### src/rtl/pc_sequencer.sv
// PC sequencer: runs the reset-vector fetch, arbitrates jump/branch/fetch requests
// into single-cycle PCL strobes and owns the PC high byte, including the page-cross fix-up.
module pc_sequencer #(
    parameter logic [15:0] RESET_VECTOR = 16'hFFFC,
    parameter logic [7:0]  PCH_RESET    = 8'h00
) (
    input  logic        clk,
    input  logic        reset,
    input  logic        fetch_req,
    input  logic        branch_req,
    input  logic [7:0]  branch_offset,
    input  logic        jmp_req,
    input  logic [15:0] jmp_target,
    input  logic [7:0]  mem_data,
    input  logic [7:0]  pcl,
    input  logic        pcl_carry,
    output logic        pc_increment,
    output logic        pc_branch_load,
    output logic [7:0]  pc_branch,
    output logic        pc_jmp_load,
    output logic [7:0]  pc_jmp_addr,
    output logic [7:0]  pch,
    output logic [15:0] addr,
    output logic        ready
);

    typedef enum logic [1:0] {
        VEC_LO = 2'd0,
        VEC_HI = 2'd1,
        RUN    = 2'd2,
        BR_FIX = 2'd3
    } state_t;

    state_t      state_r;
    logic [7:0]  vec_lo_r;
    logic [7:0]  pch_r;
    logic        fix_up_r;
    logic [8:0]  sum9_s;
    logic        cross_up_s;
    logic        cross_dn_s;

    // The carry out of the 8-bit add, read against the offset sign, tells whether the page changes.
    assign sum9_s     = {1'b0, pcl} + {1'b0, branch_offset};
    assign cross_up_s = ~branch_offset[7] & sum9_s[8];
    assign cross_dn_s = branch_offset[7] & ~sum9_s[8];
    assign pch        = pch_r;

    // Strobe decode and fetch address; jump wins over branch, branch over fetch.
    always_comb begin
        pc_increment   = 1'b0;
        pc_branch_load = 1'b0;
        pc_branch      = 8'h00;
        pc_jmp_load    = 1'b0;
        pc_jmp_addr    = 8'h00;
        ready          = 1'b0;
        addr           = {pch_r, pcl};
        case (state_r)
            VEC_LO: begin
                addr = RESET_VECTOR;
            end
            VEC_HI: begin
                addr        = RESET_VECTOR + 16'd1;
                pc_jmp_load = 1'b1;
                pc_jmp_addr = vec_lo_r;
            end
            RUN: begin
                ready = 1'b1;
                if (jmp_req) begin
                    pc_jmp_load = 1'b1;
                    pc_jmp_addr = jmp_target[7:0];
                end else if (branch_req) begin
                    pc_branch_load = 1'b1;
                    pc_branch      = sum9_s[7:0];
                end else if (fetch_req) begin
                    pc_increment = 1'b1;
                end else begin
                    pc_increment = 1'b0;
                end
            end
            BR_FIX: begin
                ready = 1'b0;
            end
            default: begin
                addr = RESET_VECTOR;
            end
        endcase
    end

    // Sequencer state, latched vector low byte and PC high byte.
    always_ff @(posedge clk) begin
        if (reset) begin
            state_r  <= VEC_LO;
            pch_r    <= PCH_RESET;
            vec_lo_r <= 8'h00;
            fix_up_r <= 1'b0;
        end else begin
            case (state_r)
                VEC_LO: begin
                    vec_lo_r <= mem_data;
                    state_r  <= VEC_HI;
                end
                VEC_HI: begin
                    pch_r   <= mem_data;
                    state_r <= RUN;
                end
                RUN: begin
                    if (jmp_req) begin
                        pch_r <= jmp_target[15:8];
                    end else if (branch_req) begin
                        if (cross_up_s || cross_dn_s) begin
                            fix_up_r <= cross_up_s;
                            state_r  <= BR_FIX;
                        end else begin
                            state_r <= RUN;
                        end
                    end else if (fetch_req && pcl_carry) begin
                        pch_r <= pch_r + 8'd1;
                    end else begin
                        state_r <= RUN;
                    end
                end
                BR_FIX: begin
                    if (fix_up_r) begin
                        pch_r <= pch_r + 8'd1;
                    end else begin
                        pch_r <= pch_r - 8'd1;
                    end
                    state_r <= RUN;
                end
                default: begin
                    state_r <= VEC_LO;
                end
            endcase
        end
    end

endmodule

### config.mk
export PLATFORM = sky130hd
export DESIGN_NAME = pc_sequencer
export DESIGN_NICKNAME = d
export VERILOG_FILES = /design/src/rtl/pc_sequencer.sv
export SDC_FILE = /design/constraint.sdc
export NUM_CORES = 1
export LEC_CHECK = 0
export CAP_MARGIN = 25
export CELL_PAD_IN_SITES_DETAIL_PLACEMENT = 1
export CELL_PAD_IN_SITES_GLOBAL_PLACEMENT = 2
export CORE_MARGIN = 4
export CORE_UTILIZATION = 23
export DETAILED_ROUTE_END_ITERATION = 16
export GPL_ROUTABILITY_DRIVEN = 0
export PLACE_DENSITY_LB_ADDON = 0.1
export SLEW_MARGIN = 40
export SYNTH_ARGS = -nofsm -noshare
export SYNTH_HDL_FRONTEND = slang
export SYNTH_SLANG_ARGS = --single-unit
### constraint.sdc
create_clock -name clk -period 3.45 [get_ports clk]
set_input_delay 0.5175 -clock clk [delete_from_list [all_inputs] [get_ports clk]]
set_output_delay 0.5175 -clock clk [all_outputs]
set_load 0.02 [all_outputs]
==> flow_metrics.py <==
metrics = {
    "outcome": {
        "status": "finished, final reports clean",
    },
    "floorplanning": {
        "start_util_pct": 23.5,
        "pin_count": 90,
        "die-area_um2": 10400,
        "dieHeight_um": 102,
        "rows": 34,
        "die_x_um": 102,
        "core_um2": 8680,
    },
    "power_and_ir_drop": {
        "total_power_mw": 2.35,
        "peakVddDrop_v": 0.000220,
        "leakage_nw": 1.24,
        "p_per_area_nw_per_um2": 761,
    },
    "cells_and_area": {
        "layoutNonFillerInstCount": 463,
        "layout_commonest_cell": "clkdlybuf4s50_1",
        "area_growth_pct": 51.7,
        "layout-drive-gt1-share_pct": 8.73,
        "final_cell_mix": "85 x clkdlybuf4s50_1, 23 x nor2_1, 19 x dfxtp_1, 18 x nand2_1",
        "fin_nets": 419,
        "diodes": 0,
    },
    "yosys": {
        "synth-xor-area-share_pct": 3.87,
        "synth_compound_area_share_pct": 21.4,
        "yosys_warnings": 0,
        "synth_top_family_by_area": "simple AND/OR/NAND/NOR gates",
        "ys_ff_latch": 19,
        "ys.flop_type": "dfxtp_1",
        "synthAdderAreaFrac_pct": 10.8,
        "syn-cell-area_um2": 2040,
        "syn_nets": 328,
        "syn_area_per_cell_um2": 7.69,
        "syn_inst": 265,
        "yosys.area_share.simple_pct": 30.2,
        "ys_seq_area_share_pct": 18.7,
        "synth_cell_types": 55,
        "synth_edf_count": 0,
        "synth_mux_area_share_pct": 6.20,
        "synth-async-reset-ratio_pct": 0,
    },
    "sta": {
        "fmax_mhz": 311,
        "relSlewSlack_pct": 58.1,
        "rsz0062_at_grt": "false",
        "slew_viol_final": 0,
        "finalSetupViolations": 0,
        "finalHoldViolCount": 0,
        "skew_ps": 3.48,
        "fin_crit_sh_pct": 93.3,
        "tightest_slew_ps": 628,
        "min_period_ps": 3220,
    },
    "clock_network": {
        "cts_buffers": 3,
        "cts_setup_buffers": 0,
        "clkSinkCount": 19,
        "postCtsHoldBufs": 0,
        "h-tree-depth": 1,
        "cts.clk_slew.worst_paths_ps": 80,
        "cts_tree": "done",
        "cts_max_path_buffers": 2,
        "insertion_delay_ps": 260,
        "cts-root-buf": "clkbuf_8",
    },
    "routing": {
        "routedWlPerCell_um": 16.7,
        "drtAntennaViolNets": 0,
        "num_vias": 2247,
        "viasPerCell": 4.85,
        "drc": 0,
        "finalWirelength_mm": 7.72,
        "drtIter0Drc": 32,
        "drtPass1Iterations": 4,
    },
    "worst_setup_path": {
        "r2r_cells": 8,
        "crit_path_top_delay_cell": "clkdlybuf4s50_1",
        "start_kind": "primary input",
        "crit_path_cell_trace": "clkdlybuf4s50_1, ha_2, inv_1, fa_1, nor2b_1, o21ai_0, a21boi_1, buf_4, or3_1, nand3_1, clkdlybuf4s15_1",
        "r2r_setup_slack_ps": 1130,
        "path_class": "primary input to primary output",
        "arrival_ps": 2700,
        "critPathCaptureType": "primary output",
        "r2r_end": "pch[5]$_SDFFE_PP0P_",
        "cp.required_ps": 2930,
        "reg2reg_from": "state_r[0]$_SDFFE_PP0P_",
        "critPathMaxFanout": 3,
        "cpPeakStageDelay_ps": 490,
    },
    "global_route": {
        "antenna_found_initial": 0,
        "grt_pass1_wl_mm": 12.4,
        "grt-ovfl-total": 0,
        "grt_max_degree": 26,
        "first_global_vias": 2329,
        "gr-usage-all-layers_pct": 14.9,
    },
    "worst_hold_path": {
        "hold_path_end": "vec_lo_r[2]$_SDFFE_PP0P_",
        "hold_start": "vec_lo_r[2]$_SDFFE_PP0P_",
        "hp-class": "register to register",
        "whs_path_depth": 2,
    },
    "place": {
        "io_buffer_count": 89,
        "hpwl_mm": 6.19,
        "dp_cells": 459,
    },
    "run": {
        "drv_cap": 0,
    },
}
==> registers in the layout (all words and copies together), names as in the netlist <==
name,flops
fix_up_r,1
pch,8
state_r,2
vec_lo_r,8
==> critical path, delay by kind of cell <==
family,cells,cell delay (ps)
fa+ha+maj,2,580
compound gates,2,280
simple gates,3,330
buf+inv,4,980
==> cell families (layout without fill, tap and decap cells) <==
family,count (synthesis),after routing
muxes,12,12
adders and majority gates,17,17
and+or+nand+nor,112,112
buffers and inverters,31,121
DFF,19,19
AOI/OAI and AO/OA,65,65
xor gates and xnor gates,9,9
==> Yosys cell counts, types with 2 or more instances <==
| library cell | number | area [um^2] |
|---|---|---|
| dfxtp_1 | 19 | 380 |
| clkbuf_8 | 4 | 55.1 |
| nand3_1 | 8 | 40.0 |
| a21oi_1 | 12 | 60.1 |
| a21o_1 | 3 | 22.5 |
| buf_2 | 2 | 10.0 |
| nand3b_1 | 2 | 15.0 |
| or3_1 | 16 | 100 |
| a211oi_1 | 3 | 22.5 |
| buf_4 | 2 | 15.0 |
| ha_1 | 16 | 200 |
| o21ai_0 | 16 | 80.1 |
| clkbuf_1 | 6 | 22.5 |
| a31oi_1 | 6 | 37.5 |
| nor2_1 | 23 | 86.3 |
| nor2b_1 | 13 | 81.3 |
| mux2i_1 | 10 | 100 |
| o21a_1 | 2 | 15.0 |
| nand2_1 | 18 | 67.6 |
| buf_6 | 2 | 22.5 |
| a22oi_1 | 13 | 97.6 |
| nand2b_1 | 3 | 18.8 |
| xor2_1 | 6 | 52.6 |
| nor3_1 | 8 | 40.0 |
| xnor2_1 | 3 | 26.3 |
| nor3b_1 | 7 | 52.6 |
| inv_1 | 14 | 52.6 |
==> metrics by stage <==
stage	worst slack (ps)	hold WS (ps)	cell area (um^2)	TNS [ps]	util [%]
global route	11.6	553	3090	0	35.6
CTS	26.6	513	3080	0	35.5
detailed placement	-136	493	3040	-258	35.0
floorplan	883	461	2040	0	-
finish	231	507	3090	0	35.6
global placement	-71.4	483	3040	-96.5	35.0
==> area by class of cell <==
class                           count  area [um^2]
Sequential cell                    19          380
Clock buffer                        4         45.0
Multi-Input combinational cell    215         1480
Inverter                           14         52.6
Fill cell                        1059         5590
Tap cell                          108          135
Timing Repair Buffer              103          996
==> worst max path at each step <==
| stage | from | end | slack [ps] | depth (start not counted) |
|---|---|---|---|---|
| floorplan | state_r[0]$_SDFFE_PP0P_ | pc_branch[5] | 880 | 7 |
| global placement | pcl[0] | pc_branch[6] | -70 | 11 |
| detailed placement | pcl[0] | pc_branch[6] | -140 | 11 |
| CTS | pcl[0] | pc_branch[7] | 30 | 10 |
| global route | pcl[0] | pc_branch[6] | 10 | 11 |
| finish | pcl[0] | pc_branch[6] | 230 | 11 |
==> power by group <==
group / switching [mW] / internal (mW)
clock: 0.0827 / 0.0823
sequential: 0.149 / 0.300
combinational: 0.920 / 0.817
total: 1.15 / 1.20
==> metal layers <==
metal | vias up | wire (um) | GRT usage [%] | part of all wire, %
li1 | 1140 | - | - | -
met1 | 1041 | 3560 | 19.3 | 46
met2 | 62 | 3630 | 26.3 | 47
met3 | 4 | 489 | 2.66 | 6.3
met4 | 0 | 37 | 2.42 | 0.48
met5 | - | 0 | 0 | 0
==> repair_timing <==
action                     4_1_cts  5_1_grt
gates resized for setup          3        4
pin swaps                        0        0
cloned                           0        0
setup endpoints to repair        3        5
Power figures use the tool's default switching activity.
